[config.mk]
export PLATFORM = sky130hd
export DESIGN_NAME = multi_alarm_ctrl
export DESIGN_NICKNAME = d
export VERILOG_FILES = /design/src/rtl/alarm_pkg.sv /design/src/rtl/alarm_channel.sv /design/src/rtl/multi_alarm_ctrl.sv
export SDC_FILE = /design/constraint.sdc
export NUM_CORES = 1
export LEC_CHECK = 0
export CORE_MARGIN = 3
export CORE_UTILIZATION = 23
export CTS_CLUSTER_DIAMETER = 40
export DETAILED_ROUTE_END_ITERATION = 10
export GPL_TIMING_DRIVEN = 1
export MAX_ROUTING_LAYER = met4
export PLACE_DENSITY = 0.36
export SETUP_SLACK_MARGIN = 0.1
export SYNTH_ARGS = -nofsm -noshare
export SYNTH_HDL_FRONTEND = slang
export SYNTH_SLANG_ARGS = --single-unit
export TNS_END_PERCENT = 1
[constraint.sdc]
create_clock -name mclk -period 6.9 [get_ports mclk]
set_input_delay 1.38 -clock mclk [delete_from_list [all_inputs] [get_ports mclk]]
set_output_delay 1.38 -clock mclk [all_outputs]
set_load 0.005 [all_outputs]
[src/rtl/alarm_pkg.sv]
// Shared types and sizing helpers for the multi-channel alarm controller.
package alarm_pkg;

  typedef enum logic [1:0] {
    IDLE    = 2'd0,
    RINGING = 2'd1,
    SNOOZE  = 2'd2
  } alarm_state_e;

  localparam int TIME_W = 24;
  localparam int HHMM_W = 16;
  localparam int SEC_W  = 8;
  localparam int DAYS_W = 7;
  localparam int WDAY_W = 3;

  // Bits needed to hold max(a, b), never less than one.
  function automatic int cnt_w(input int a, input int b);
    int m;
    m = (a > b) ? a : b;
    return (m < 1) ? 1 : $clog2(m + 1);
  endfunction

  function automatic int idx_w(input int n);
    return (n > 1) ? $clog2(n) : 1;
  endfunction

endpackage

[src/rtl/alarm_channel.sv]
// One alarm channel: config registers, match detect, ring/snooze FSM.
module alarm_channel
  import alarm_pkg::*;
#(
  parameter int RING_SEC   = 5,
  parameter int SNOOZE_SEC = 300,
  parameter int MAX_SNOOZE = 3
) (
  input  logic              clk,
  input  logic              rst_n,
  input  logic              tick,
  input  logic [TIME_W-1:0] cur_time,
  input  logic [WDAY_W-1:0] cur_wday,
  input  logic              wr_hit,
  input  logic [HHMM_W-1:0] wr_hhmm,
  input  logic [DAYS_W-1:0] wr_days,
  input  logic              wr_on,
  input  logic              snooze,
  input  logic              dismiss,
  output logic              ringing,
  output logic              snoozing
);

  localparam int CW = cnt_w(RING_SEC, SNOOZE_SEC);
  localparam int SW = cnt_w(MAX_SNOOZE, 0);
  localparam logic [CW-1:0] RING_LD = CW'(RING_SEC);
  localparam logic [CW-1:0] SNZ_LD  = CW'(SNOOZE_SEC);
  localparam logic [SW-1:0] SNZ_MAX = SW'(MAX_SNOOZE);

  alarm_state_e      state_q, state_d;
  logic [CW-1:0]     cnt_q, cnt_d;
  logic [SW-1:0]     scnt_q, scnt_d;
  logic [HHMM_W-1:0] hhmm_q, hhmm_d;
  logic [DAYS_W-1:0] days_q, days_d;
  logic              on_q, on_d;
  logic              fired_q, fired_d;

  logic day_ok;
  logic hit;
  logic match;

  always_comb begin
    day_ok = (cur_wday != 3'd7) && days_q[cur_wday];
    hit = tick
       && (cur_time[SEC_W-1:0] == 8'h00)
       && (cur_time[TIME_W-1:SEC_W] == hhmm_q)
       && on_q && day_ok;
    // One trigger per minute: arm again once seconds leave :00.
    match = hit && !fired_q;
  end

  always_comb begin
    state_d = state_q;
    cnt_d   = cnt_q;
    scnt_d  = scnt_q;
    hhmm_d  = hhmm_q;
    days_d  = days_q;
    on_d    = on_q;
    fired_d = fired_q;
    if (cur_time[SEC_W-1:0] != 8'h00) begin
      fired_d = 1'b0;
    end else if (hit) begin
      fired_d = 1'b1;
    end
    if (wr_hit) begin
      hhmm_d  = wr_hhmm;
      days_d  = wr_days;
      on_d    = wr_on;
      state_d = IDLE;
      scnt_d  = '0;
    end else if (dismiss) begin
      state_d = IDLE;
      scnt_d  = '0;
    end else if (snooze && state_q == RINGING) begin
      if (scnt_q < SNZ_MAX) begin
        scnt_d  = scnt_q + SW'(1);
        cnt_d   = SNZ_LD;
        state_d = SNOOZE;
      end else begin
        state_d = IDLE;
      end
    end else if (match) begin
      state_d = RINGING;
      cnt_d   = RING_LD;
      scnt_d  = '0;
    end else if (tick) begin
      unique case (state_q)
        RINGING: begin
          if (cnt_q == CW'(1)) state_d = IDLE;
          else cnt_d = cnt_q - CW'(1);
        end
        SNOOZE: begin
          if (cnt_q == CW'(1)) begin
            state_d = RINGING;
            cnt_d   = RING_LD;
          end else begin
            cnt_d = cnt_q - CW'(1);
          end
        end
        default: ;
      endcase
    end
  end

  always_ff @(posedge clk or negedge rst_n) begin
    if (!rst_n) begin
      state_q <= IDLE;
      cnt_q   <= '0;
      scnt_q  <= '0;
      hhmm_q  <= '0;
      days_q  <= '0;
      on_q    <= 1'b0;
      fired_q <= 1'b0;
    end else begin
      state_q <= state_d;
      cnt_q   <= cnt_d;
      scnt_q  <= scnt_d;
      hhmm_q  <= hhmm_d;
      days_q  <= days_d;
      on_q    <= on_d;
      fired_q <= fired_d;
    end
  end

  assign ringing  = (state_q == RINGING);
  assign snoozing = (state_q == SNOOZE);

endmodule

[src/rtl/multi_alarm_ctrl.sv]
// N-channel alarm controller: channel array plus registered buzzer,
// ring vector, lowest-ringing-channel encoder and snooze flag.
module multi_alarm_ctrl
  import alarm_pkg::*;
#(
  parameter int N_CH       = 4,
  parameter int RING_SEC   = 5,
  parameter int SNOOZE_SEC = 300,
  parameter int MAX_SNOOZE = 3,
  localparam int CHW       = idx_w(N_CH)
) (
  input  logic              mclk,
  input  logic              rst,
  input  logic              tick_1hz,
  input  logic [TIME_W-1:0] cur_time,
  input  logic [WDAY_W-1:0] cur_wday,
  input  logic              wr_en,
  input  logic [CHW-1:0]    wr_ch,
  input  logic [HHMM_W-1:0] wr_hhmm,
  input  logic [DAYS_W-1:0] wr_days,
  input  logic              wr_on,
  input  logic              snooze,
  input  logic              dismiss,
  output logic [N_CH-1:0]   ring_vec,
  output logic              buzzer,
  output logic [CHW-1:0]    ring_ch,
  output logic              snoozing
);

  logic [N_CH-1:0] ring_now;
  logic [N_CH-1:0] snz_now;

  for (genvar i = 0; i < N_CH; i++) begin : g_ch
    logic hit;
    assign hit = wr_en && (wr_ch == CHW'(i));
    alarm_channel #(
      .RING_SEC   (RING_SEC),
      .SNOOZE_SEC (SNOOZE_SEC),
      .MAX_SNOOZE (MAX_SNOOZE)
    ) u_ch (
      .clk      (mclk),
      .rst_n    (rst),
      .tick     (tick_1hz),
      .cur_time (cur_time),
      .cur_wday (cur_wday),
      .wr_hit   (hit),
      .wr_hhmm  (wr_hhmm),
      .wr_days  (wr_days),
      .wr_on    (wr_on),
      .snooze   (snooze),
      .dismiss  (dismiss),
      .ringing  (ring_now[i]),
      .snoozing (snz_now[i])
    );
  end

  logic [N_CH-1:0] ring_vec_q;
  logic            buzzer_q;
  logic [CHW-1:0]  ring_ch_q, ring_ch_d;
  logic            snoozing_q;

  always_comb begin
    ring_ch_d = '0;
    for (int i = N_CH - 1; i >= 0; i--) begin
      if (ring_now[i]) ring_ch_d = CHW'(i);
    end
  end

  always_ff @(posedge mclk or negedge rst) begin
    if (!rst) begin
      ring_vec_q <= '0;
      buzzer_q   <= 1'b0;
      ring_ch_q  <= '0;
      snoozing_q <= 1'b0;
    end else begin
      ring_vec_q <= ring_now;
      buzzer_q   <= |ring_now;
      ring_ch_q  <= ring_ch_d;
      snoozing_q <= |snz_now;
    end
  end

  assign ring_vec = ring_vec_q;
  assign buzzer   = buzzer_q;
  assign ring_ch  = ring_ch_q;
  assign snoozing = snoozing_q;

endmodule

==> summary.md <==
| Metric | Value |
|---|---|
| Number of enable flip-flop cells after synthesis | 0 |
| VDD IR max | 0.000143 V |
| Post-CTS setup buffers | 0 |
| Data required time at the worst endpoint | 7.22 ns |
| Critical path class | input port to flop |
| Static leakage power | 0.00414 µW |
| Routed wire length | 24.4 mm |
| Layout overhead on the synthesized area | 20.8% |
| Layout cell share with drive strength beyond 1 | 18.1% |
| Yosys cell types | 75 |
| Class of the worst hold path | flop to flop |
| Number of failing hold endpoints at the final stage | 0 |
| Transition time at the pin with the least slew margin | 1.01 ns |
| Most used standard cell by instance count after synthesis | sky130_fd_sc_hd__dfrtp_1 |
| DRC violations left | 0 |
| RSZ-0062 raised after global routing | false |
| Maximum cell stage delay along the critical path | 1.05 ns |
| Vias in the first global route | 6,695 |
| Gp weighted congestion | 0.756 |
| Worst-path cell chain | clkdlybuf4s50_1 > mux2_2 > o211ai_1 > a2111oi_1 > nand4_1 > a311oi_1 > a21oi_1 |
| Ant. Diodes | 0 |
| Combinational family with the most area after synthesis | simple AND/OR/NAND/NOR gates |
| Count of clock tree sinks | 160 |
| Synthesized area | 8610 µm² |
| Synthesized-area fraction occupied by and/or/nand/nor cells | 15.5% |
| Initial core utilization | 23.4% |
| Total global routing track utilization | 13.1% |
| Initial antenna violation count | 0 |
| Max Fanout on Critical Path | 19 |
| Count of nets after finishing | 946 |
| Site row count | 70 |
| Worst Setup Start Kind | input port |
| Proportion of register bits with asynchronous set or reset after synthesis | 100% |
| Data arrival, critical path | 4.67 ns |
| Top cell type's share of synthesized area | 46.5% |
| Cts-stage hold buffer count | 0 |
| Placeable core region | 36,800 µm² |
| Global route overflow | 0 |
| Ranking of synthesized cells by instance count | sky130_fd_sc_hd__dfrtp_1, sky130_fd_sc_hd__mux2_2, sky130_fd_sc_hd__nand2_1, sky130_fd_sc_hd__nor2_1, sky130_fd_sc_hd__xnor2_1 |
| Chip Height | 199 µm |
| Antenna-violating nets left | 0 |
| Worst clock skew on the final layout | 0.0155 ns |
| Pre-CTS setup slack | 2.08 ns |
| Outcome | completed |
| Number of vias per cell | 4.73 |
| Cell types with the largest area share after synthesis | sky130_fd_sc_hd__dfrtp_1, sky130_fd_sc_hd__mux2_2, sky130_fd_sc_hd__xnor2_1, sky130_fd_sc_hd__ha_1, sky130_fd_sc_hd__xor2_1 |
| Critical Path Sink Type | flop |
| CTS tree | built |
| Clock root cell | sky130_fd_sc_hd__clkbuf_16 |
| Cell with the largest stage delay on the worst path | sky130_fd_sc_hd__clkdlybuf4s50_1 |
| Final total negative setup slack | 0 ns |
| Wire length per cell | 18.1 µm |
| Total die area | 39,800 µm² |
| Io pins | 67 |
| Final critical delay including setup and external delays | 4.36 ns |
| Via count | 6,372 |
| Number of max-capacitance violations reported | 0 |
| Syn_area_per_cell | 10.8 µm² |
| Filler-free cell count of the finished design | 1,348 |
| Worst path top cell family by delay | buffers and inverters |
| Sequential-to-total area share from yosys stat | 46.5% |
| Synth warn | 0 |
| Total power per unit cell area | 242 nW/µm² |
| H-tree depth | 4 |
| Cell count after placement | 1,316 |
| Adder and majority gate portion of the synthesized area | 2.91% |
| Count of input and output buffers | 66 |
| Post-route setup slack | 2.54 ns |
| Post-Synthesis Net Count | 879 |
| Clock input transition at the sequential cells of the worst setup and hold paths | 0.07 ns |
| Proportion of synthesized area in mux cells | 14.0% |
| Share of the synthesized netlist area taken by xor and xnor gates | 6.51% |
| Mapped Cells | 800 |
| Top flip-flop cell by instance count after synthesis | sky130_fd_sc_hd__dfrtp_1 |
| Detailed-routing iteration count for the pre-antenna-repair pass | 4 |
| Crit share post-route | 63.2% |
| Setup violators final | 0 |
| Count of buffering cells on the critical path with inverters included | 1 |
| Relative slew slack | 32.4% |
| Clock Latency Late Sink | 0.44 ns |
| Fmax | 0.229 GHz |
| Dominant cell type by area after synthesis | sky130_fd_sc_hd__dfrtp_1 |
| Longest Clk Path Bufs | 2 |
| First-pass GRT wire length | 39.2 mm |
| Number of max-slew violations in the final report | 0 |
| Filler Cells Inserted | 3,925 |
| Complex-gate fraction of the synthesized area | 11.9% |
| Estimated wirelength of the detail-placed design | 17.1 mm |
| Gates resized, CTS repair | 0 |
| Synthesis-stage register bit count | 160 |
| Number of buffers created by CTS | 17 |
| Pin count of the biggest net entering global routing | 66 |
| Die boundary width | 199 µm |
| Number of DRC violations after detailed-routing iteration 0 | 201 |
## power by group
group / leakage [µW] / internal (µW) / switching [µW]
clock network: 0.000305 / 588 / 440
registers: 0.00196 / 1050 / 69.3
logic: 0.00187 / 195 / 171
total: 0.00414 / 1830 / 681
## stage by stage
step	util, %	hold WS (ns)	power (µW)	cell area (µm²)
finish	28.3	0.483	2510	10400
global route	28.3	0.491	2630	10400
CTS	28.3	0.488	2560	10400
detailed placement	26.6	0.478	1510	9780
global placement	26.6	0.478	1510	9780
floorplan	-	0.444	1360	8610
## logic make-up (layout without fill, tap and decap cells)
logic type      count (synthesis)  in the layout
simple gates                  242            242
flops                         160            160
compound gates                156            156
mux                           106            106
xor+xnor                       64             64
buf+inv                        52            132
fa+ha+maj                      20             20
## path summary, 6_finish.rpt
check	end	slack, ns	start	cells past startpoint
worst min register to register	g_ch[3].u_ch.cnt_q[8]	0.48	g_ch[3].u_ch.cnt_q[8]	1
worst min-delay path	g_ch[3].u_ch.cnt_q[8]	0.48	g_ch[3].u_ch.cnt_q[8]	1
worst max register to register	g_ch[3].u_ch.cnt_q[8]	3.91	g_ch[3].u_ch.hhmm_q[7]	6
max in group asynchronous	g_ch[1].u_ch.hhmm_q[11]	4.68	rst	2
min in group asynchronous	g_ch[3].u_ch.cnt_q[6]	0.94	rst	1
worst max-delay path	g_ch[3].u_ch.cnt_q[8]	2.54	cur_wday[1]	7
## layer usage
metal	wire [µm]	up-vias	share of wire [%]	track usage [%]
li1	-	3064	-	-
met1	12000	3208	49	17.5
met2	11500	87	47	20.9
met3	701	13	2.9	2.38
met4	196	0	0.80	2.58
met5	0	-	0	-
## sequential cells by signal (all words and copies together), names as in the netlist
signal	flops
ring_vec	4
g_ch.u_ch.cnt_q	36
g_ch.u_ch.days_q	28
g_ch.u_ch.scnt_q	8
g_ch.u_ch.state_q	8
g_ch.u_ch.on_q	4
g_ch.u_ch.fired_q	4
snoozing	1
ring_ch	2
buzzer	1
g_ch.u_ch.hhmm_q	64
## layout make-up
cell class / instances / area, µm² / share of cell area [%]
flip-flops and latches: 160 / 4000 / 38.5
clock inverters: 13 / 173 / 1.66
clock buffers: 19 / 443 / 4.26
repair buffers: 73 / 714 / 6.87
inverters: 27 / 101 / 0.974
multi-input cells: 588 / 4380 / 42.1
well taps: 468 / 586 / 5.63
## placed cells by master, fill, tap and decap left out, types with 4 or more instances in the layout
master	count
sky130_fd_sc_hd__inv_6	5
sky130_fd_sc_hd__a31oi_1	16
sky130_fd_sc_hd__a311oi_1	4
sky130_fd_sc_hd__o22ai_1	7
sky130_fd_sc_hd__a22oi_1	5
sky130_fd_sc_hd__o21ai_1	6
sky130_fd_sc_hd__nand3b_1	6
sky130_fd_sc_hd__dfrtp_1	160
sky130_fd_sc_hd__buf_4	7
sky130_fd_sc_hd__nand2b_1	13
sky130_fd_sc_hd__ha_1	20
sky130_fd_sc_hd__a211oi_1	5
sky130_fd_sc_hd__o21a_1	4
sky130_fd_sc_hd__mux2i_1	5
sky130_fd_sc_hd__nor3_1	26
sky130_fd_sc_hd__a21oi_1	39
sky130_fd_sc_hd__nand4_1	16
sky130_fd_sc_hd__nor4_1	13
sky130_fd_sc_hd__a41o_1	4
sky130_fd_sc_hd__nor2b_1	8
sky130_fd_sc_hd__mux2_2	98
sky130_fd_sc_hd__nand3_1	26
sky130_fd_sc_hd__clkdlybuf4s50_1	65
sky130_fd_sc_hd__clkbuf_16	17
sky130_fd_sc_hd__o21ai_0	27
sky130_fd_sc_hd__nor2_1	45
sky130_fd_sc_hd__xor2_1	23
sky130_fd_sc_hd__o211ai_1	5
sky130_fd_sc_hd__nand2_1	51
sky130_fd_sc_hd__inv_1	27
sky130_fd_sc_hd__xnor2_1	41
sky130_fd_sc_hd__and3_1	5
sky130_fd_sc_hd__and2_1	6
Note: power is estimated with default switching activity, not from simulation.
